<file path="src/rtl/dl_report_arbiter_if.sv">
// Connection bundle between the per-process deadlock detect units and the report arbiter.
// The dbg_* signals expose arbiter internals for checkers and carry no functional meaning.
interface dl_report_arbiter_if #(
   parameter int PROC_NUM = 2
);
   localparam int IW = (PROC_NUM > 1) ? $clog2(PROC_NUM) : 1;

   // Level signalling only: no valid/ready handshake. dl_in_vec is sampled on every
   // rising clock edge. token_clear and report_valid are single-cycle pulses that
   // receivers must accept unconditionally, because nothing can stall them.
   logic [PROC_NUM-1:0] dl_in_vec;
   logic                dl_detect_out;
   logic [PROC_NUM-1:0] origin;
   logic                token_clear;
   logic                report_valid;
   logic [IW-1:0]       report_index;
   logic [1:0]          dbg_state;
   logic [IW-1:0]       dbg_rr_ptr;
   logic [7:0]          dbg_conf_cnt;

   modport master (
      output dl_in_vec,
      input  dl_detect_out, origin, token_clear, report_valid, report_index,
      input  dbg_state, dbg_rr_ptr, dbg_conf_cnt
   );

   modport slave (
      input  dl_in_vec,
      output dl_detect_out, origin, token_clear, report_valid, report_index,
      output dbg_state, dbg_rr_ptr, dbg_conf_cnt
   );
endinterface

</file>
<file path="src/rtl/dl_report_arbiter.sv">
// Round-robin arbiter that picks one deadlock suspect and confirms it over CONFIRM_CYCLES cycles.
// A confirmed suspect is reported once and latched until reset. A rejected suspect clears the tokens.
module dl_report_arbiter #(
   parameter int PROC_NUM       = 2,
   parameter int CONFIRM_CYCLES = 4
) (
   input  logic              clock,
   input  logic              reset,
   dl_report_arbiter_if.slave arb
);
   localparam int IW = (PROC_NUM > 1) ? $clog2(PROC_NUM) : 1;
   localparam logic [7:0] CNT_LAST = 8'(CONFIRM_CYCLES - 1);

   typedef enum logic [1:0] {
      IDLE    = 2'd0,
      CONFIRM = 2'd1,
      CLEAR   = 2'd2,
      REPORT  = 2'd3
   } state_e;

   state_e              state_q, state_d;
   logic [PROC_NUM-1:0] origin_q, origin_d;
   logic [IW-1:0]       origin_idx_q, origin_idx_d;
   logic [IW-1:0]       rr_ptr_q, rr_ptr_d;
   logic [7:0]          conf_cnt_q, conf_cnt_d;
   logic                dl_detect_q, dl_detect_d;
   logic                token_clear_q, token_clear_d;
   logic                report_valid_q, report_valid_d;
   logic [IW-1:0]       report_index_q, report_index_d;

   logic                pick_found;
   logic [IW-1:0]       pick_idx;
   logic [IW-1:0]       scan_idx;
   logic                origin_bit;

   // First set bit, searching upward from rr_ptr and wrapping at PROC_NUM.
   always_comb begin
      pick_found = 1'b0;
      pick_idx   = '0;
      scan_idx   = '0;
      for (int k = 0; k < PROC_NUM; k++) begin
         scan_idx = IW'((int'(rr_ptr_q) + k) % PROC_NUM);
         if (!pick_found && arb.dl_in_vec[scan_idx]) begin
            pick_found = 1'b1;
            pick_idx   = scan_idx;
         end
      end
   end

   assign origin_bit = arb.dl_in_vec[origin_idx_q];

   always_ff @(posedge clock or negedge reset) begin
      if (!reset) state_q <= IDLE;
      else        state_q <= state_d;
   end

   always_comb begin
      state_d = state_q;
      case (state_q)
         IDLE:    if (pick_found) state_d = CONFIRM;
         CONFIRM: begin
            if (!origin_bit)                state_d = CLEAR;
            else if (conf_cnt_q == CNT_LAST) state_d = REPORT;
         end
         CLEAR:   state_d = IDLE;
         REPORT:  state_d = REPORT;
         default: state_d = IDLE;
      endcase
   end

   // Next values of the registered outputs and datapath. Anything not assigned here holds.
   always_comb begin
      origin_d       = origin_q;
      origin_idx_d   = origin_idx_q;
      rr_ptr_d       = rr_ptr_q;
      conf_cnt_d     = conf_cnt_q;
      dl_detect_d    = dl_detect_q;
      token_clear_d  = 1'b0;
      report_valid_d = 1'b0;
      report_index_d = report_index_q;
      case (state_q)
         IDLE: begin
            if (pick_found) begin
               origin_d     = PROC_NUM'(1) << pick_idx;
               origin_idx_d = pick_idx;
               conf_cnt_d   = 8'd0;
            end
         end
         CONFIRM: begin
            if (origin_bit) begin
               if (conf_cnt_q != 8'hFF) conf_cnt_d = conf_cnt_q + 8'd1;
               if (conf_cnt_q == CNT_LAST) begin
                  dl_detect_d    = 1'b1;
                  report_valid_d = 1'b1;
                  report_index_d = origin_idx_q;
               end
            end else begin
               token_clear_d = 1'b1;
               origin_d      = '0;
               rr_ptr_d      = (origin_idx_q == IW'(PROC_NUM - 1)) ? '0 : origin_idx_q + IW'(1);
            end
         end
         default: ;
      endcase
   end

   always_ff @(posedge clock or negedge reset) begin
      if (!reset) begin
         origin_q       <= '0;
         origin_idx_q   <= '0;
         rr_ptr_q       <= '0;
         conf_cnt_q     <= 8'd0;
         dl_detect_q    <= 1'b0;
         token_clear_q  <= 1'b0;
         report_valid_q <= 1'b0;
         report_index_q <= '0;
      end else begin
         origin_q       <= origin_d;
         origin_idx_q   <= origin_idx_d;
         rr_ptr_q       <= rr_ptr_d;
         conf_cnt_q     <= conf_cnt_d;
         dl_detect_q    <= dl_detect_d;
         token_clear_q  <= token_clear_d;
         report_valid_q <= report_valid_d;
         report_index_q <= report_index_d;
      end
   end

   assign arb.dl_detect_out = dl_detect_q;
   assign arb.origin        = origin_q;
   assign arb.token_clear   = token_clear_q;
   assign arb.report_valid  = report_valid_q;
   assign arb.report_index  = report_index_q;
   assign arb.dbg_state     = state_q;
   assign arb.dbg_rr_ptr    = rr_ptr_q;
   assign arb.dbg_conf_cnt  = conf_cnt_q;
endmodule

</file>
<file path="src/flat_wrapper.sv">
// flat-port wrapper written by rule: the top's interface ports become plain ports
module dl_report_arbiter_flat 
#(
   parameter int PROC_NUM       = 2,
   parameter int CONFIRM_CYCLES = 4
)
  (clock, reset, arb_dl_in_vec, arb_dl_detect_out, arb_origin, arb_token_clear, arb_report_valid, arb_report_index, arb_dbg_state, arb_dbg_rr_ptr, arb_dbg_conf_cnt);
  dl_report_arbiter_if #(.PROC_NUM(PROC_NUM)) arb_i ();
  input  logic clock;
  input  logic reset;
  input wire logic [$bits(arb_i.dl_in_vec)-1:0] arb_dl_in_vec;
  output wire logic [$bits(arb_i.dl_detect_out)-1:0] arb_dl_detect_out;
  output wire logic [$bits(arb_i.origin)-1:0] arb_origin;
  output wire logic [$bits(arb_i.token_clear)-1:0] arb_token_clear;
  output wire logic [$bits(arb_i.report_valid)-1:0] arb_report_valid;
  output wire logic [$bits(arb_i.report_index)-1:0] arb_report_index;
  output wire logic [$bits(arb_i.dbg_state)-1:0] arb_dbg_state;
  output wire logic [$bits(arb_i.dbg_rr_ptr)-1:0] arb_dbg_rr_ptr;
  output wire logic [$bits(arb_i.dbg_conf_cnt)-1:0] arb_dbg_conf_cnt;
  assign arb_i.dl_in_vec = arb_dl_in_vec;
  assign arb_dl_detect_out = arb_i.dl_detect_out;
  assign arb_origin = arb_i.origin;
  assign arb_token_clear = arb_i.token_clear;
  assign arb_report_valid = arb_i.report_valid;
  assign arb_report_index = arb_i.report_index;
  assign arb_dbg_state = arb_i.dbg_state;
  assign arb_dbg_rr_ptr = arb_i.dbg_rr_ptr;
  assign arb_dbg_conf_cnt = arb_i.dbg_conf_cnt;
  dl_report_arbiter #(.PROC_NUM(PROC_NUM), .CONFIRM_CYCLES(CONFIRM_CYCLES)) u_core (.clock(clock), .reset(reset), .arb(arb_i));
endmodule
</file>
<file path="config.mk">
export PLATFORM = sky130hd
export DESIGN_NAME = dl_report_arbiter_flat
export DESIGN_NICKNAME = d
export VERILOG_FILES = /design/src/rtl/dl_report_arbiter_if.sv /design/src/rtl/dl_report_arbiter.sv /design/src/flat_wrapper.sv
export SDC_FILE = /design/constraint.sdc
export NUM_CORES = 1
export LEC_CHECK = 0
export BUFFER_PORTS_ARGS = -buffer_cell sky130_fd_sc_hd__buf_2
export CORE_MARGIN = 8
export CORE_UTILIZATION = 51
export DETAILED_ROUTE_END_ITERATION = 8
export PLACE_DENSITY_LB_ADDON = 0.15
export SYNTH_ARGS = -nofsm -noshare
export SYNTH_HDL_FRONTEND = slang
export SYNTH_SLANG_ARGS = --single-unit
export TNS_END_PERCENT = 50
</file>
<file path="constraint.sdc">
create_clock -name clock -period 1.8 [get_ports clock]
set_input_delay 0.36 -clock clock [delete_from_list [all_inputs] [get_ports clock]]
set_output_delay 0.36 -clock clock [all_outputs]
set_load 0.005 [all_outputs]
</file>
==> results of run 1 <==
[report_power, final]
group	internal [W]	switching (W)	total, W
Clock	0.0000777	0.000111	0.000188
Sequential	0.000520	0.000127	0.000647
Combinational	0.000273	0.000269	0.000542
[flip-flops by register name, summed over array words and instances (netlist names)]
name                      cells
u_core.arb.dl_detect_out      1
u_core.arb.dbg_state          2
u_core.arb.report_index       1
u_core.arb.origin             2
u_core.arb.report_valid       1
u_core.arb.dbg_conf_cnt       8
u_core.arb.dbg_rr_ptr         1
u_core.origin_idx_q           1
u_core.arb.token_clear        1
[synth_stat cells, drive strengths merged]
library cell	number	share of area (%)
ha	2	2.8
a211o	2	2.0
nand2	11	4.7
nor3b	2	1.7
a211oi	1	1.4
o21ai	3	1.7
a21oi	4	2.3
nand2b	2	1.4
o22a	2	2.0
a31o	2	2.0
mux2i	2	2.3
nor3	4	2.3
clkbuf	1	0.42
mux2	3	3.8
and3	3	2.1
or2	1	0.71
a31oi	1	0.71
a221o	1	1.1
inv	4	1.7
nor4b	1	0.99
o211a	1	1.1
nand3	3	1.7
o31ai	1	1.4
nor2	10	4.2
nor2b	2	1.4
dfrtp	18	51
nand4	2	1.4
[critical path: cells and delay by family, from the launching register on]
| family | cells | cell delay (ns) |
|---|---|---|
| AOI/OAI and AO/OA | 3 | 0.72 |
| buffers and inverters | 1 | 0.17 |
| DFF | 1 | 0.43 |
| muxes | 1 | 0.16 |
[per-stage QoR]
| step | total power [W] | instance area (µm²) | utilization [%] | hold slack, ns | instances |
|---|---|---|---|---|---|
| 6_report | 0.00138 | 1070 | 63.6 | 0.388 | 133 |
| 5_1_grt | 0.00151 | 1070 | 63.6 | 0.407 | 133 |
| 4_1_cts | 0.00139 | 1070 | 63.2 | 0.377 | 133 |
| 3_5_place_dp | 0.00120 | 1030 | 61.3 | 0.311 | 129 |
| 3_3_place_gp | 0.00119 | 1030 | 61.3 | 0.308 | 129 |
| 2_1_floorplan | 0.000956 | 887 | - | 0.0644 | 89 |
[how the worst min path moves through the flow]
stage,from,endpoint,slack (ns),cells past startpoint
6_report,arb_dl_in_vec[1],u_core.arb.origin[1],0.39,3
5_1_grt,arb_dl_in_vec[1],u_core.arb.dbg_rr_ptr,0.41,3
4_1_cts,arb_dl_in_vec[1],u_core.arb.origin[1],0.38,3
3_5_place_dp,reset,u_core.arb.dbg_state[1],0.31,1
3_3_place_gp,reset,u_core.arb.token_clear,0.31,1
2_1_floorplan,reset,u_core.arb.dbg_conf_cnt[0],0.06,0
[cell families (layout without fill, tap and decap cells)]
logic type                 count (synthesis)  after routing
and+or+nand+nor                           41             41
AOI/OAI and AO/OA                         18             18
buffers and inverters                      5             32
DFF                                       18             18
muxes                                      5              5
adders and majority gates                  2              2
[metal layers]
metal	vias up	part of all wire, %	GRT usage [%]
met4	0	1.5	6.99
met3	4	6.5	4.64
met2	22	50	22.0
li1	376	-	-
met5	-	0	0
met1	386	42	14.5
[final cells by class]
class | instances | area [µm²] | share of cell area [%]
multi-input combinational | 66 | 424 | 39.5
inverter | 4 | 15.0 | 1.40
timing repair buffer | 25 | 140 | 13.1
sequential | 18 | 450 | 42.0
tap | 17 | 21.3 | 1.98
clock buffer | 3 | 22.5 | 2.10
[what timing repair did]
action	CTS	global route
buffers inserted	0	0
resized for setup	0	1
setup endpoints to repair	0	1
hold endpoints to repair	18	0
hold buffers	1	0
==> results.tsv, run 1 <==
stage	metric	value	unit
power	Leakage	0.566	nW
route	ANT nets after route	0	
logic_synthesis	combinational family with the most area after synthesis	simple AND/OR/NAND/NOR gates	
timing	Fin. Hold Viols	0	
timing	Final TNS setup	0	ns
placement	post-DP HPWL	1450	µm
timing	RSZ-0062 raised after global routing	false	
logic_synthesis	post-synthesis sequential area ratio	50.8	%
logic_synthesis	Synth Area in Simple Gates	22.6	%
global_routing	first-pass GRT wire length	3440	µm
cts	Num CTS Buffers	3	
placement	pre-CTS setup slack	0.122	ns
power	VDD IR max	585	µV
route	DRT Pass-1 Iters	4	
hold_path	worst min path class	input pin to flip-flop	
route	drt drc	0	
flow_run	maxcap violations	0	
logic_synthesis	Synth Area in XOR/XNOR	0	%
global_routing	initial antenna violation count	0	
logic_synthesis	Netlist Area Pre-Place	887	µm²
timing	period utilization	88.6	%
critical_path	RR Endpoint	u_core.arb.dbg_conf_cnt[2]	
cts	clock tree sinks	18	
timing	crit path time final	1.60	ns
floorplan	Core Region	1690	µm²
floorplan	row count	15	
cells_and_area	commonest non-fill, non-tap cell in the layout	buf_2	
global_routing	vias in the first global route	790	
critical_path	R2R setup slack	0.20	ns
timing	f_max	0.627	GHz
logic_synthesis	syn avg cell area	9.97	µm²
timing	Worst Tran Pin Value	0.389	ns
critical_path	CP Max Fanout	7	
critical_path	Slowest-stage cell, CP	dfrtp_1	
run_status	outcome	completed	
floorplan	Die Span X	57.7	µm
cts	CTS H-Tree Depth	1	
route	vias	788	
critical_path	FF-to-FF path depth	5	
cts	CTS clock-pin slew for the worst setup and hold paths	0.09	ns
placement	port bufs	20	
logic_synthesis	post-synthesis compound-gate area fraction	15.7	%
floorplan	die area	3330	µm²
critical_path	Worst path max stage delay	0.43	ns
critical_path	crit path capture type	flip-flop	
global_routing	gr usage total	13.2	%
route	routed wire length	1920	µm
critical_path	Critical Path, Cell by Cell	mux2i_1 > a211oi_2 > o31ai_2 > buf_4 > a221o_1	
timing	max-slew violations	0	
critical_path	CP required	1.97	ns
critical_path	crit path launch	u_core.origin_idx_q	
logic_synthesis	Ys Warns	0	
timing	clock skew	0.00582	ns
critical_path	critical path class	flip-flop to flip-flop	
cells_and_area	fill count	138	
logic_synthesis	post-synthesis register bit count	18	
cells_and_area	Layout Nets	124	
cts	clk_lat worst skew	0.29	ns
global_routing	largest net degree at the start of global routing	19	
cells_and_area	most frequent cells in the layout	buf_2 (20), dfrtp_1 (18), nand2_1 (11)	
cells_and_area	share of cells above drive strength 1	28.4	%
logic_synthesis	Synth cell types	29	
cts	clk buf depth	2	
logic_synthesis	mux cell area share after synthesis	6.06	%
cts	CTS root buffer	clkbuf_4	
cells_and_area	Antenna Cells	0	
cts	CTS tree	built	
logic_synthesis	syn nets	95	
logic_synthesis	post-synthesis cell count	89	
power	pwr dens	1280	nW/µm²
cells_and_area	Syn-to-layout area delta	21.0	%
route	vias per cell	5.92	
route	DR iter-0 viols	24	
critical_path	worst endpoint data arrival time	1.77	ns
timing	relative slew slack	74.1	%
timing	setup ws final	0.205	ns
critical_path	r2r startpoint	u_core.origin_idx_q	
floorplan	Initial Utilization	52.5	%
critical_path	crit path to	u_core.arb.dbg_conf_cnt[2]	
floorplan	I/O Pins	21	
logic_synthesis	Post-Synth Adder-Cell Area	2.82	%
timing	Final Setup Violations	0	
critical_path	Startpoint Class	flip-flop	
route	Avg WL per Cell	14.4	µm
floorplan	Die Y	57.7	µm
global_routing	total gr overflow	0	
placement	routability cong.	0.864	
No activity file was read; power rests on OpenSTA's default activity.
==> run 2: changes to the inputs <==
BUFFER_PORTS_ARGS = unset   (was -buffer_cell sky130_fd_sc_hd__buf_2)
CORE_UTILIZATION = 59   (was 51)
DONT_BUFFER_PORTS = 1   (was unset)
PLACE_DENSITY_LB_ADDON = 0.12   (was 0.15)
==> run 2 against run 1 <==
Net effect:
- cell count is 16% lower
- combinational power is 26% lower
- clock-buffer cell count is 1 higher
- critical path type unchanged
- clock power is 32% higher
- sequential share of layout area is 4.1 points higher
- hold slack worse by 0.17 ns
- total power is 4.0% lower
==> results.tsv, run 2 (synthesis results as in run 1) <==
stage	metric	value	unit	change
timing	Min Hold Slack	0.220	ns	was 0.388 ns
floorplan	Initial Utilization	61.0	%	was 52.5%
placement	post-DP HPWL	1330	µm	was 1450 µm
cts	CTS H-Tree Depth	1		unchanged
critical_path	crit path launch	u_core.arb.dbg_conf_cnt[0]		was u_core.origin_idx_q
cells_and_area	most frequent cells in the layout	dfrtp_1 (18), nand2_1 (11), nor2_1 (10)		was buf_2 (20), dfrtp_1 (18), nand2_1 (11)
flow_run	maxcap violations	0		unchanged
global_routing	total gr overflow	0		unchanged
cts	clock tree sinks	18		unchanged
timing	crit path time final	1.64	ns	was 1.60 ns
floorplan	I/O Pins	21		unchanged
critical_path	R2R setup slack	0.16	ns	was 0.20 ns
floorplan	Die Y	54.8	µm	was 57.7 µm
timing	max-slew violations	0		unchanged
critical_path	r2r startpoint	u_core.arb.dbg_conf_cnt[0]		was u_core.origin_idx_q
hold_path	Hold Path End	u_core.arb.origin[1]		unchanged
hold_path	Hold Path Origin	arb_dl_in_vec[1]		unchanged
floorplan	die area	3000	µm²	was 3330 µm²
global_routing	vias in the first global route	645		was 790
route	vias	679		was 788
hold_path	number of cells on the worst hold path	2		was 3
critical_path	crit path capture type	flip-flop		unchanged
cells_and_area	Antenna Cells	0		unchanged
floorplan	row count	14		was 15
global_routing	initial antenna violation count	0		unchanged
route	ANT nets after route	0		unchanged
global_routing	gr usage total	13.0	%	was 13.2%
floorplan	Core Region	1450	µm²	was 1690 µm²
power	VDD IR max	734	µV	was 585 µV
timing	f_max	0.609	GHz	was 0.627 GHz
cts	Num CTS Buffers	3		unchanged
critical_path	critical path class	flip-flop to flip-flop		unchanged
cts	CTS clock-pin slew for the worst setup and hold paths	0.09	ns	about the same
placement	port bufs	0		was 20
timing	Worst Tran Pin Value	0.791	ns	was 0.389 ns
timing	clock skew	0.00606	ns	was 0.00582 ns
cells_and_area	register area	450	µm²	unchanged
timing	period utilization	91.2	%	was 88.6%
cells_and_area	commonest non-fill, non-tap cell in the layout	dfrtp_1		was buf_2
power	pwr dens	1350	nW/µm²	was 1280 nW/µm²
critical_path	RR Endpoint	u_core.arb.dbg_conf_cnt[3]		was u_core.arb.dbg_conf_cnt[2]
cts	clk_lat worst skew	0.30	ns	was 0.29 ns
floorplan	Die Span X	54.8	µm	was 57.7 µm
critical_path	Startpoint Class	flip-flop		unchanged
cts	CTS tree	built		unchanged
critical_path	FF-to-FF path depth	5		unchanged
timing	relative slew slack	47.1	%	was 74.1%
route	Avg WL per Cell	15.6	µm	was 14.4 µm
run_status	outcome	completed		unchanged
critical_path	worst endpoint data arrival time	1.83	ns	was 1.77 ns
cells_and_area	Layout Nets	103		was 124
timing	Final TNS setup	0	ns	unchanged
cts	clk buf depth	2		unchanged
cells_and_area	Syn-to-layout area delta	10.3	%	was 21.0%
placement	routability cong.	0.812		was 0.864
route	DRT Pass-1 Iters	4		unchanged
cells_and_area	fill count	115		was 138
cells_and_area	share of cells above drive strength 1	13.5	%	was 28.4%
cells_and_area	max reg flops	8		unchanged
cts	CTS root buffer	clkbuf_4		unchanged
power	Leakage	0.474	nW	was 0.566 nW
cells_and_area	area taken by multi-input logic gates	424	µm²	unchanged
critical_path	CP Max Fanout	5		was 7
route	drt drc	0		unchanged
hold_path	worst min path class	input pin to flip-flop		unchanged
timing	RSZ-0062 raised after global routing	false		unchanged
timing	Final Setup Violations	0		unchanged
global_routing	first-pass GRT wire length	2850	µm	was 3440 µm
critical_path	CP required	1.99	ns	was 1.97 ns
route	vias per cell	6.06		was 5.92
power	total power	0.00132	W	was 0.00138 W
timing	Fin. Hold Viols	0		unchanged
route	routed wire length	1750	µm	was 1920 µm
route	DR iter-0 viols	10		was 24
global_routing	largest net degree at the start of global routing	19		unchanged
-- run 2: cell types whose count changed in the layout (fill, tap and decap cells not counted) --
cell	change
clkbuf_8	+1
buf_2	-20
buf_4	-1
-- run 2: per-layer routing --
metal	part of all wire (%)	vias up	track usage, %	routed length [µm]
met5	0	-	0	0
met4	1.7	0	7.38	30
met3	9.9	4	5.71	174
met2	44	22	19.6	774
met1	44	315	15.0	773
li1	-	338	-	-
-- run 2: how the worst max path moves through the flow --
stage	to	slack (ns)	cells past startpoint
floorplan	u_core.arb.dbg_conf_cnt[3]	0.22	5
global placement	u_core.arb.report_index	0.12	4
detailed placement	u_core.arb.report_index	0.13	4
CTS	u_core.arb.report_index	0.1	4
global route	u_core.arb.dbg_conf_cnt[3]	0.04	5
finish	u_core.arb.dbg_conf_cnt[3]	0.16	5
-- run 2: cell type report --
| type | count | area share, % |
|---|---|---|
| inverter | 4 | 1.53 |
| sequential | 18 | 46.0 |
| multi-input combinational | 66 | 43.4 |
| tap | 16 | 2.05 |
| timing repair buffer | 4 | 3.32 |
| clock buffer | 4 | 3.71 |
-- run 2: what timing repair did --
action                     CTS  global route
hold endpoints to repair    18             0
setup endpoints to repair    0             1
hold buffers                 1             0
setup buffers                0             0
resized for setup            0             1
-- run 2: report_power, final --
part	internal (W)	switching, W	total [W]
Clock	0.000123	0.000125	0.000248
Sequential	0.000520	0.000155	0.000675
Combinational	0.000194	0.000205	0.000399
Total	0.000838	0.000484	0.00132
-- run 2: per-stage QoR --
stage	instance area, µm²	utilization [%]	setup slack, ns	instances
finish	978	67.3	0.159	112
global route	978	67.3	0.0416	112
CTS	972	66.9	0.0973	112
detailed placement	926	63.7	0.129	107
global placement	926	63.7	0.117	107
floorplan	887	-	0.220	89
-- run 2: critical path: stages (launching register included) --
cell and delay (ns):
dfrtp_1 0.45, ha_1 0.18, nand3_1 0.14, o211a_1 0.32, and3_1 0.20, a211o_1 0.25
==> run 3: changes to the inputs <==
CELL_PAD_IN_SITES_DETAIL_PLACEMENT = 1   (was unset)
CELL_PAD_IN_SITES_GLOBAL_PLACEMENT = 1   (was unset)
CORE_UTILIZATION = 45   (was 59)
==> run 3 against run 2 <==
Net effect:
- total power is 4.0% higher
- cell area increased by 3.2%
- non-clock buffer count rose by 2
- largest power group unchanged
- routed wire length rose by 25%
==> results.tsv, run 3 (synthesis results as in run 1) <==
stage	metric	value	unit	change
run_status	outcome	completed		unchanged
cells_and_area	max reg flops	8		unchanged
route	drt drc	0		unchanged
floorplan	Initial Utilization	46.6	%	was 61.0%
timing	max-slew violations	0		unchanged
flow_run	maxcap violations	0		unchanged
timing	RSZ-0062 raised after global routing	false		unchanged
cts	Num CTS Buffers	3		unchanged
placement	post-DP HPWL	1660	µm	was 1330 µm
critical_path	Startpoint Class	flip-flop		unchanged
cells_and_area	Layout Nets	105		was 103
critical_path	Worst path max stage delay	0.44	ns	was 0.45 ns
cts	clk_lat worst skew	0.29	ns	was 0.30 ns
cells_and_area	most frequent cells in the layout	dfrtp_1 (18), nand2_1 (11), nor2_1 (10)		unchanged
critical_path	critical path's top delay family	compound AO/OA/AOI/OAI gates		unchanged
cts	CTS tree	built		unchanged
cells_and_area	count of non-filler cells in the finished layout	125		was 112
critical_path	CP required	1.99	ns	about the same
floorplan	die area	3650	µm²	was 3000 µm²
power	VDD IR max	587	µV	was 734 µV
floorplan	Core Region	1900	µm²	was 1450 µm²
critical_path	Critical Path, Cell by Cell	mux2i_1 > a211oi_2 > o31ai_2 > buf_4 > a221o_1		was ha_1 > nand3_1 > o211a_1 > and3_1 > a211o_1
cts	CTS clock-pin slew for the worst setup and hold paths	0.10	ns	was 0.09 ns
timing	Final Setup Violations	0		unchanged
floorplan	Die Span X	60.4	µm	was 54.8 µm
timing	period utilization	94.7	%	was 91.2%
cells_and_area	commonest non-fill, non-tap cell in the layout	dfrtp_1		unchanged
power	pwr dens	1360	nW/µm²	was 1350 nW/µm²
critical_path	CP Max Fanout	7		was 5
cts	CTS H-Tree Depth	1		unchanged
timing	clock skew	0.00321	ns	was 0.00606 ns
global_routing	initial antenna violation count	0		unchanged
timing	relative slew slack	42.5	%	was 47.1%
route	DRT Pass-1 Iters	4		unchanged
critical_path	WP buf/inv	1		was 0
critical_path	crit path capture type	flip-flop		unchanged
critical_path	critical path class	flip-flop to flip-flop		unchanged
timing	Final TNS setup	0	ns	unchanged
route	routed wire length	2190	µm	was 1750 µm
hold_path	worst min path class	input pin to flip-flop		unchanged
placement	port bufs	0		unchanged
cts	clk buf depth	2		unchanged
floorplan	I/O Pins	21		unchanged
global_routing	first-pass GRT wire length	3670	µm	was 2850 µm
cells_and_area	Syn-to-layout area delta	13.8	%	was 10.3%
cells_and_area	Layout Utilization	53.1	%	was 67.3%
timing	Worst Tran Pin Value	0.860	ns	was 0.791 ns
route	DR iter-0 viols	16		was 10
critical_path	worst endpoint data arrival time	1.89	ns	was 1.83 ns
route	vias	732		was 679
timing	f_max	0.587	GHz	was 0.609 GHz
critical_path	Slowest-stage cell, CP	dfrtp_1		unchanged
cts	setup bufs post-CTS	0		unchanged
cells_and_area	share of cells above drive strength 1	16.3	%	was 13.5%
timing	Fin. Hold Viols	0		unchanged
placement	placed cells	120		was 107
cts	clock tree sinks	18		unchanged
global_routing	vias in the first global route	790		was 645
route	ANT nets after route	0		unchanged
placement	routability cong.	0.746		was 0.812
cells_and_area	fill count	226		was 115
global_routing	total gr overflow	0		unchanged
route	Avg WL per Cell	17.5	µm	was 15.6 µm
floorplan	row count	16		was 14
cts	CTS root buffer	clkbuf_4		unchanged
global_routing	largest net degree at the start of global routing	19		unchanged
timing	crit path time final	1.70	ns	was 1.64 ns
route	vias per cell	5.86		was 6.06
power	Leakage	0.486	nW	was 0.474 nW
global_routing	gr usage total	13.4	%	was 13.0%
floorplan	Die Y	60.4	µm	was 54.8 µm
cells_and_area	Antenna Cells	0		unchanged
run 3: cell count changes in the layout (fill, tap and decap cells not counted), sizes merged:
cell | previous run | this run
buf | 3 | 5
run 3: path summary, 6_finish.rpt:
kind	from	to	slack, ns	cells after the start
max	u_core.origin_idx_q	u_core.arb.dbg_conf_cnt[2]	0.1	5
min	arb_dl_in_vec[1]	u_core.arb.origin[1]	0.21	2
max reg2reg	u_core.origin_idx_q	u_core.arb.dbg_conf_cnt[2]	0.1	5
min reg2reg	u_core.arb.dl_detect_out	u_core.arb.dl_detect_out	0.50	1
max in group asynchronous	reset	u_core.arb.report_index	0.66	1
min in group asynchronous	reset	u_core.arb.dbg_conf_cnt[7]	0.61	1
run 3: cell type report:
class,count,area (µm²),share of cell area (%)
timing repair buffer,6,47.5,4.71
inverter,4,15.0,1.49
multi-input combinational,66,427,42.3
tap,27,33.8,3.35
sequential,18,450,44.6
clock buffer,4,36.3,3.59
run 3: per-layer routing:
metal	track usage (%)	up-vias	share of wire [%]
met5	0	-	0
met4	7.14	0	1.6
met3	3.81	4	6.8
met2	23.2	16	52
met1	14.4	376	39
li1	-	336	-
run 3: metrics by stage:
| stage | hold slack (ns) | power [W] | area (µm²) | worst slack, ns |
|---|---|---|---|---|
| global placement | 0.0649 | 0.00110 | 955 | 0.0974 |
| global route | 0.200 | 0.00148 | 1010 | 0.0325 |
| detailed placement | 0.0649 | 0.00112 | 955 | 0.0889 |
| floorplan | 0.0644 | 0.000956 | 887 | 0.220 |
| CTS | 0.209 | 0.00138 | 1000 | 0.0717 |
| finish | 0.214 | 0.00137 | 1010 | 0.0951 |
run 3: what timing repair did:
item | in CTS | in global routing
endpoints found under the setup margin | 0 | 1
hold buffers | 1 | 0
endpoints found under the hold margin | 18 | 0
gates resized for setup | 0 | 2
run 3: where the power goes:
group          internal [W]  switching [W]
logic              0.000216       0.000242
clock network      0.000123       0.000127
registers          0.000520       0.000147
total              0.000860       0.000515
run 3: worst reg2reg max path: stages, from the launching register on:
cell and delay (ns):
dfrtp_1 0.44, mux2i_1 0.17, a211oi_2 0.35, o31ai_2 0.12, buf_4 0.18, a221o_1 0.34
